<file path="src/rtl/fifo_rx.sv">
// Serial-to-byte receiver (MSB first) feeding a DEPTH-entry FIFO drained by zero-wait APB reads.
// Optional sync-word hunting before byte framing is enabled by defining RX_SYNC_HUNT_EN.
module fifo_rx #(
  parameter int unsigned DEPTH     = 64,
  parameter int unsigned DATA_W    = 8,
  parameter logic [7:0]  SYNC_WORD = 8'hA7
) (
  input  logic                       clk,
  input  logic                       reset_n,
  input  logic                       en_rx,
  input  logic                       bit_in,
  input  logic                       bit_en,
  input  logic                       psel,
  input  logic                       penable,
  input  logic                       pwrite,
  output logic [DATA_W-1:0]          prdata,
  output logic                       pready,
  output logic                       pslverr,
  output logic                       mem_state,
  output logic [$clog2(DEPTH):0]     rx_count,
  output logic                       overflow
);

  localparam int unsigned PTR_W = $clog2(DEPTH);
  localparam int unsigned CNT_W = PTR_W + 1;
  localparam int unsigned BIT_W = $clog2(DATA_W);

  if (DEPTH < 2 || (DEPTH & (DEPTH - 1)) != 0 || DATA_W != 8 || $bits(SYNC_WORD) != DATA_W)
  begin : g_bad_cfg
    $error("fifo_rx: DEPTH must be a power of 2 >= 2 and DATA_W must be 8");
  end

  logic [DATA_W-1:0] mem_q [DEPTH];
  logic [PTR_W-1:0]  wr_ptr_q, wr_ptr_d, rd_ptr_q, rd_ptr_d;
  logic [CNT_W-1:0]  count_q, count_d;
  logic [DATA_W-1:0] sr_q, sr_d, sr_next;
  logic [BIT_W-1:0]  bitcnt_q, bitcnt_d;
  logic              ovf_q, ovf_d, full_q, full_d;
  logic              xfer, pop, push_req, push;

`ifdef RX_SYNC_HUNT_EN
  typedef enum logic {HUNT, DATA} state_e;
  state_e state_q, state_d;
`endif

  always_comb begin
    xfer    = psel & penable;
    pop     = xfer & ~pwrite & (count_q != '0);
    pready  = xfer;
    pslverr = xfer & ~pop;
    prdata  = pop ? mem_q[rd_ptr_q] : '0;
  end

  always_comb begin
    sr_next  = {sr_q[DATA_W-2:0], bit_in};
    sr_d     = sr_q;
    bitcnt_d = bitcnt_q;
    push_req = 1'b0;
`ifdef RX_SYNC_HUNT_EN
    state_d  = state_q;
`endif
    if (!en_rx) begin
      sr_d     = '0;
      bitcnt_d = '0;
`ifdef RX_SYNC_HUNT_EN
      state_d  = HUNT;
`endif
    end else if (bit_en) begin
      sr_d = sr_next;
`ifdef RX_SYNC_HUNT_EN
      // While hunting, sr acts as a sliding window; the sync word itself is never pushed.
      if (state_q == HUNT) begin
        if (sr_next == SYNC_WORD) begin
          state_d  = DATA;
          bitcnt_d = '0;
        end
      end else
`endif
      begin
        if (bitcnt_q == BIT_W'(DATA_W - 1)) begin
          push_req = 1'b1;
          bitcnt_d = '0;
        end else begin
          bitcnt_d = bitcnt_q + BIT_W'(1);
        end
      end
    end
  end

  // A pop in the same cycle frees the slot, so a push into a full FIFO still lands.
  always_comb begin
    push     = push_req & (~full_q | pop);
    ovf_d    = ovf_q | (push_req & full_q & ~pop);
    wr_ptr_d = push ? wr_ptr_q + PTR_W'(1) : wr_ptr_q;
    rd_ptr_d = pop  ? rd_ptr_q + PTR_W'(1) : rd_ptr_q;
    count_d  = count_q;
    if (push && !pop) begin
      count_d = count_q + CNT_W'(1);
    end else if (pop && !push) begin
      count_d = count_q - CNT_W'(1);
    end
    full_d   = (count_d == CNT_W'(DEPTH));
  end

  always_ff @(posedge clk) begin
    if (!reset_n) begin
      wr_ptr_q <= '0;
      rd_ptr_q <= '0;
      count_q  <= '0;
      sr_q     <= '0;
      bitcnt_q <= '0;
      ovf_q    <= 1'b0;
      full_q   <= 1'b0;
`ifdef RX_SYNC_HUNT_EN
      state_q  <= HUNT;
`endif
    end else begin
      wr_ptr_q <= wr_ptr_d;
      rd_ptr_q <= rd_ptr_d;
      count_q  <= count_d;
      sr_q     <= sr_d;
      bitcnt_q <= bitcnt_d;
      ovf_q    <= ovf_d;
      full_q   <= full_d;
`ifdef RX_SYNC_HUNT_EN
      state_q  <= state_d;
`endif
    end
  end

  always_ff @(posedge clk) begin
    if (reset_n && push) begin
      mem_q[wr_ptr_q] <= sr_next;
    end
  end

  assign mem_state = full_q;
  assign rx_count  = count_q;
  assign overflow  = ovf_q;

endmodule

</file>
<file path="config.mk">
export PLATFORM = sky130hd
export DESIGN_NAME = fifo_rx
export DESIGN_NICKNAME = d
export VERILOG_FILES = /design/src/rtl/fifo_rx.sv
export SDC_FILE = /design/constraint.sdc
export NUM_CORES = 1
export LEC_CHECK = 0
export BUFFER_PORTS_ARGS = -buffer_cell sky130_fd_sc_hd__buf_2
export CAP_MARGIN = 20
export CORE_MARGIN = 1
export CORE_UTILIZATION = 55
export DETAILED_ROUTE_END_ITERATION = 6
export PLACE_DENSITY = 0.74
export RECOVER_POWER = 25
export SYNTH_ARGS = -nofsm -noshare
export SYNTH_HDL_FRONTEND = slang
export SYNTH_SLANG_ARGS = --single-unit
</file>
<file path="constraint.sdc">
create_clock -name clk -period 3.4 [get_ports clk]
set_input_delay 0 -clock clk [delete_from_list [all_inputs] [get_ports clk]]
set_output_delay 0 -clock clk [all_outputs]
set_load 0.005 [all_outputs]
</file>
==> impl_metrics.csv <==
group,metric,value,unit
run_status,status,"complete, but fails checks",
run_status,violations,"capacitance limit, slew limit",
grt,grt_max_degree,49,
synthesis,yosysTopAreaCell,"edfxtp_1",
floorplanning,die_w,200,um
layout,multi_input_area,5100,um2
synthesis,synth_edf_count,512,
synthesis,yosysMostFrequentCell,"edfxtp_1",
setup_path,cp-end-kind,"output port",
synthesis,synth_top_area_share,71.5,%
layout,final_cells,1773,
grt,grt_pass1_vias,11200,
floorplanning,die_h,200,um
route,vias_per_cell,6.27,
synthesis,yosys_register_bits,549,
synthesis,synthTopCellsByArea,"edfxtp_1 71%, mux4_2 13%, dfxtp_1 3.4%, mux2i_1 2.0%, nor2_1 1.4%",
setup_path,critPathLaunchType,"register",
grt,antenna_found_initial,1,
synthesis,avgSynthCellArea,19.8,um2
sta,rsz0062_at_grt,"false",
cts,clock-root-buffer,"clkbuf_16",
synthesis,syn_inst,1084,
route,final_antenna_net_count,0,
layout,antenna_cells,0,
cts,cts_tree,"built",
cts,cts_buffers,54,
synthesis,syn-num-nets,1099,
placed_design,dp_slack,434,ps
setup_path,cp_max_fo,11,
cts,cts.path.max_buffers,3,
sta,report.final.slew_viol_count,185,
floorplanning,initial_utilization,55.6,%
layout,synthToLayoutAreaGrowth,14.9,%
route,firstDrtPassIters,5,
synthesis,syn-cell-area,21500,um2
sta,finalSetupViolations,0,
grt,grt_pass1_wl,71600,um
pwr,p_leak,0.00822,uW
sta,hold_violations,0,
cts,htreeDepth,2,
pwr,power.density,546,nW/um2
grt,grt_usage,25.2,%
sta,min_period,3200,ps
placed_design,placed_cells,1668,
synthesis,async_flop_share,0,%
route,drc,0,
flow_run,maxCapViolCount,5,
setup_path,crit_arrival,3200,ps
sta,fmax,312,MHz
sta,relSlewSlack,-26.6,%
min_path,min_path_type,"input port to register",
route,drt_iter0_drc,1111,
synthesis,yosys-top-cells-count,"512 x edfxtp_1, 127 x mux4_2, 80 x nor2_1",
floorplanning,die_area,39900,um2
route,routed_wirelength,48200,um
route,avgRoutedWirePerCell,27.2,um
pwr,ir_worst_vdd,0.000414,V
cts,clkTransAtPathRegs,60,ps
grt,grt_overflow_total,0,
cts,insertion_delay,610,ps
sta,fin_crit_sh,94.3,%
synthesis,synth_cell_types,53,
synthesis,yosysSeqAreaShare,74.9,%
setup_path,cp_data_required_time,3400,ps
cts,cts_sinks,549,
route,via_count,11100,
sta,setup_slack,195,ps
synthesis,yosysWarnings,0,
synthesis,ys.flop_type,"edfxtp_1",
setup_path,path_class,"register to output port",
floorplanning,num_rows,72,
floorplanning,fp.coreArea,38600,um2
sta,finalSetupTns,0,ps
sta,tightest_slew,1900,ps
placed_design,place.gp.congestion,0.875,
placed_design,portBuffers,26,
layout,regArea,16100,um2
layout,fillCellCount,2566,
layout,drive_gt1_share,26.8,%
sta,clock_skew,28.0,ps
layout,nets,1225,
pwr,p_total,13500,uW
floorplanning,pin_count,27,
placed_design,place_hpwl,30100,um
-- path summary, 6_finish.rpt --
check / startpoint / to / slack [ps] / cells after the start
worst max-delay path: rx_count[0]$_SDFF_PN0_ / prdata[2] / 200 / 8
worst min register to register: overflow$_SDFF_PN0_ / overflow$_SDFF_PN0_ / 490 / 1
worst max register to register: rx_count[0]$_SDFF_PN0_ / mem_q[24][4]$_DFFE_PP_ / 410 / 9
worst min-delay path: pwrite / rx_count[5]$_SDFF_PN0_ / 160 / 6
-- metal layers --
layer,part of all wire [%],GRT usage (%)
met5,0.027,0
met4,3.0,9.67
met3,8.4,5.07
met2,49,40.0
met1,40,34.9
-- what timing repair did --
action | CTS | global route
setup buffers | 0 | 0
hold buffers | 4 | 0
endpoints found under the hold margin | 65 | 0
endpoints found under the setup margin | 0 | 1
resized for setup | 0 | 2
-- sequential cells by signal, summed over array words and instances, names as in the netlist, named ones only --
register	cells
rx_count	7
mem_q	512
bitcnt_q	3
wr_ptr_q	6
sr_q	7
rd_ptr_q	6
mem_state	1
overflow	1
-- critical path, stage by stage (launching register included) --
cell and delay, ps:
dfxtp_1 520, inv_1 130, ha_1 220, nand2b_1 140
o21a_1 270, nand2b_1 320, a311oi_1 590, a22o_1 300
buf_2 130
-- layout by cell type, fill, tap and decap left out, types with 6 or more instances in the layout --
cell type / Yosys / layout
mux2i_1: 43 / 43
nand2_1: 29 / 29
ha_1: 7 / 7
o211ai_1: 13 / 13
nor2b_1: 9 / 9
a22o_1: 6 / 6
nand3_1: 8 / 8
a22oi_1: 13 / 13
bufinv_16: 0 / 9
and2_1: 17 / 16
a21oi_1: 6 / 6
nor2_1: 80 / 80
edfxtp_1: 512 / 512
buf_2: 20 / 21
clkbuf_1: 30 / 23
mux4_2: 127 / 127
nand4_1: 6 / 6
xor2_1: 8 / 8
a211oi_1: 17 / 15
xnor2_1: 7 / 7
buf_4: 2 / 95
o22ai_1: 16 / 16
nand3b_1: 7 / 7
dfxtp_1: 37 / 33
clkinv_1: 0 / 11
clkbuf_16: 0 / 55
-- cells by family after synthesis --
group                      after synthesis  share of synthesized area, %
buffers and inverters                   65                          1.39
AOI/OAI and AO/OA                       93                          3.12
DFF                                    549                          74.9
xor gates and xnor gates                15                         0.611
adders and majority gates                7                         0.407
muxes                                  171                          15.4
and+or+nand+nor                        184                          4.19
-- power breakdown --
group	internal [uW]	switching, uW	total [uW]
clock network	3680	2470	6160
logic	13.3	33.3	46.6
registers	7290	6.89	7300
-- cell type report --
cell class              count  area share [%]
flip-flops and latches    549            65.3
multi-input cells         470            20.6
clock buffers              73            5.88
repair buffers            131            3.97
well taps                 518            2.62
clock inverters            28            1.54
inverters                   4          0.0608
-- per-stage QoR --
stage | hold slack (ps) | cell area (um2) | utilization [%]
5_1_grt | 186 | 24700 | 63.9
3_3_place_gp | 322 | 22800 | 59.1
2_1_floorplan | 98.9 | 21500 | -
3_5_place_dp | 321 | 22800 | 59.1
6_report | 155 | 24700 | 63.9
4_1_cts | 127 | 24700 | 64.0
No activity file was read; power rests on OpenSTA's default activity.
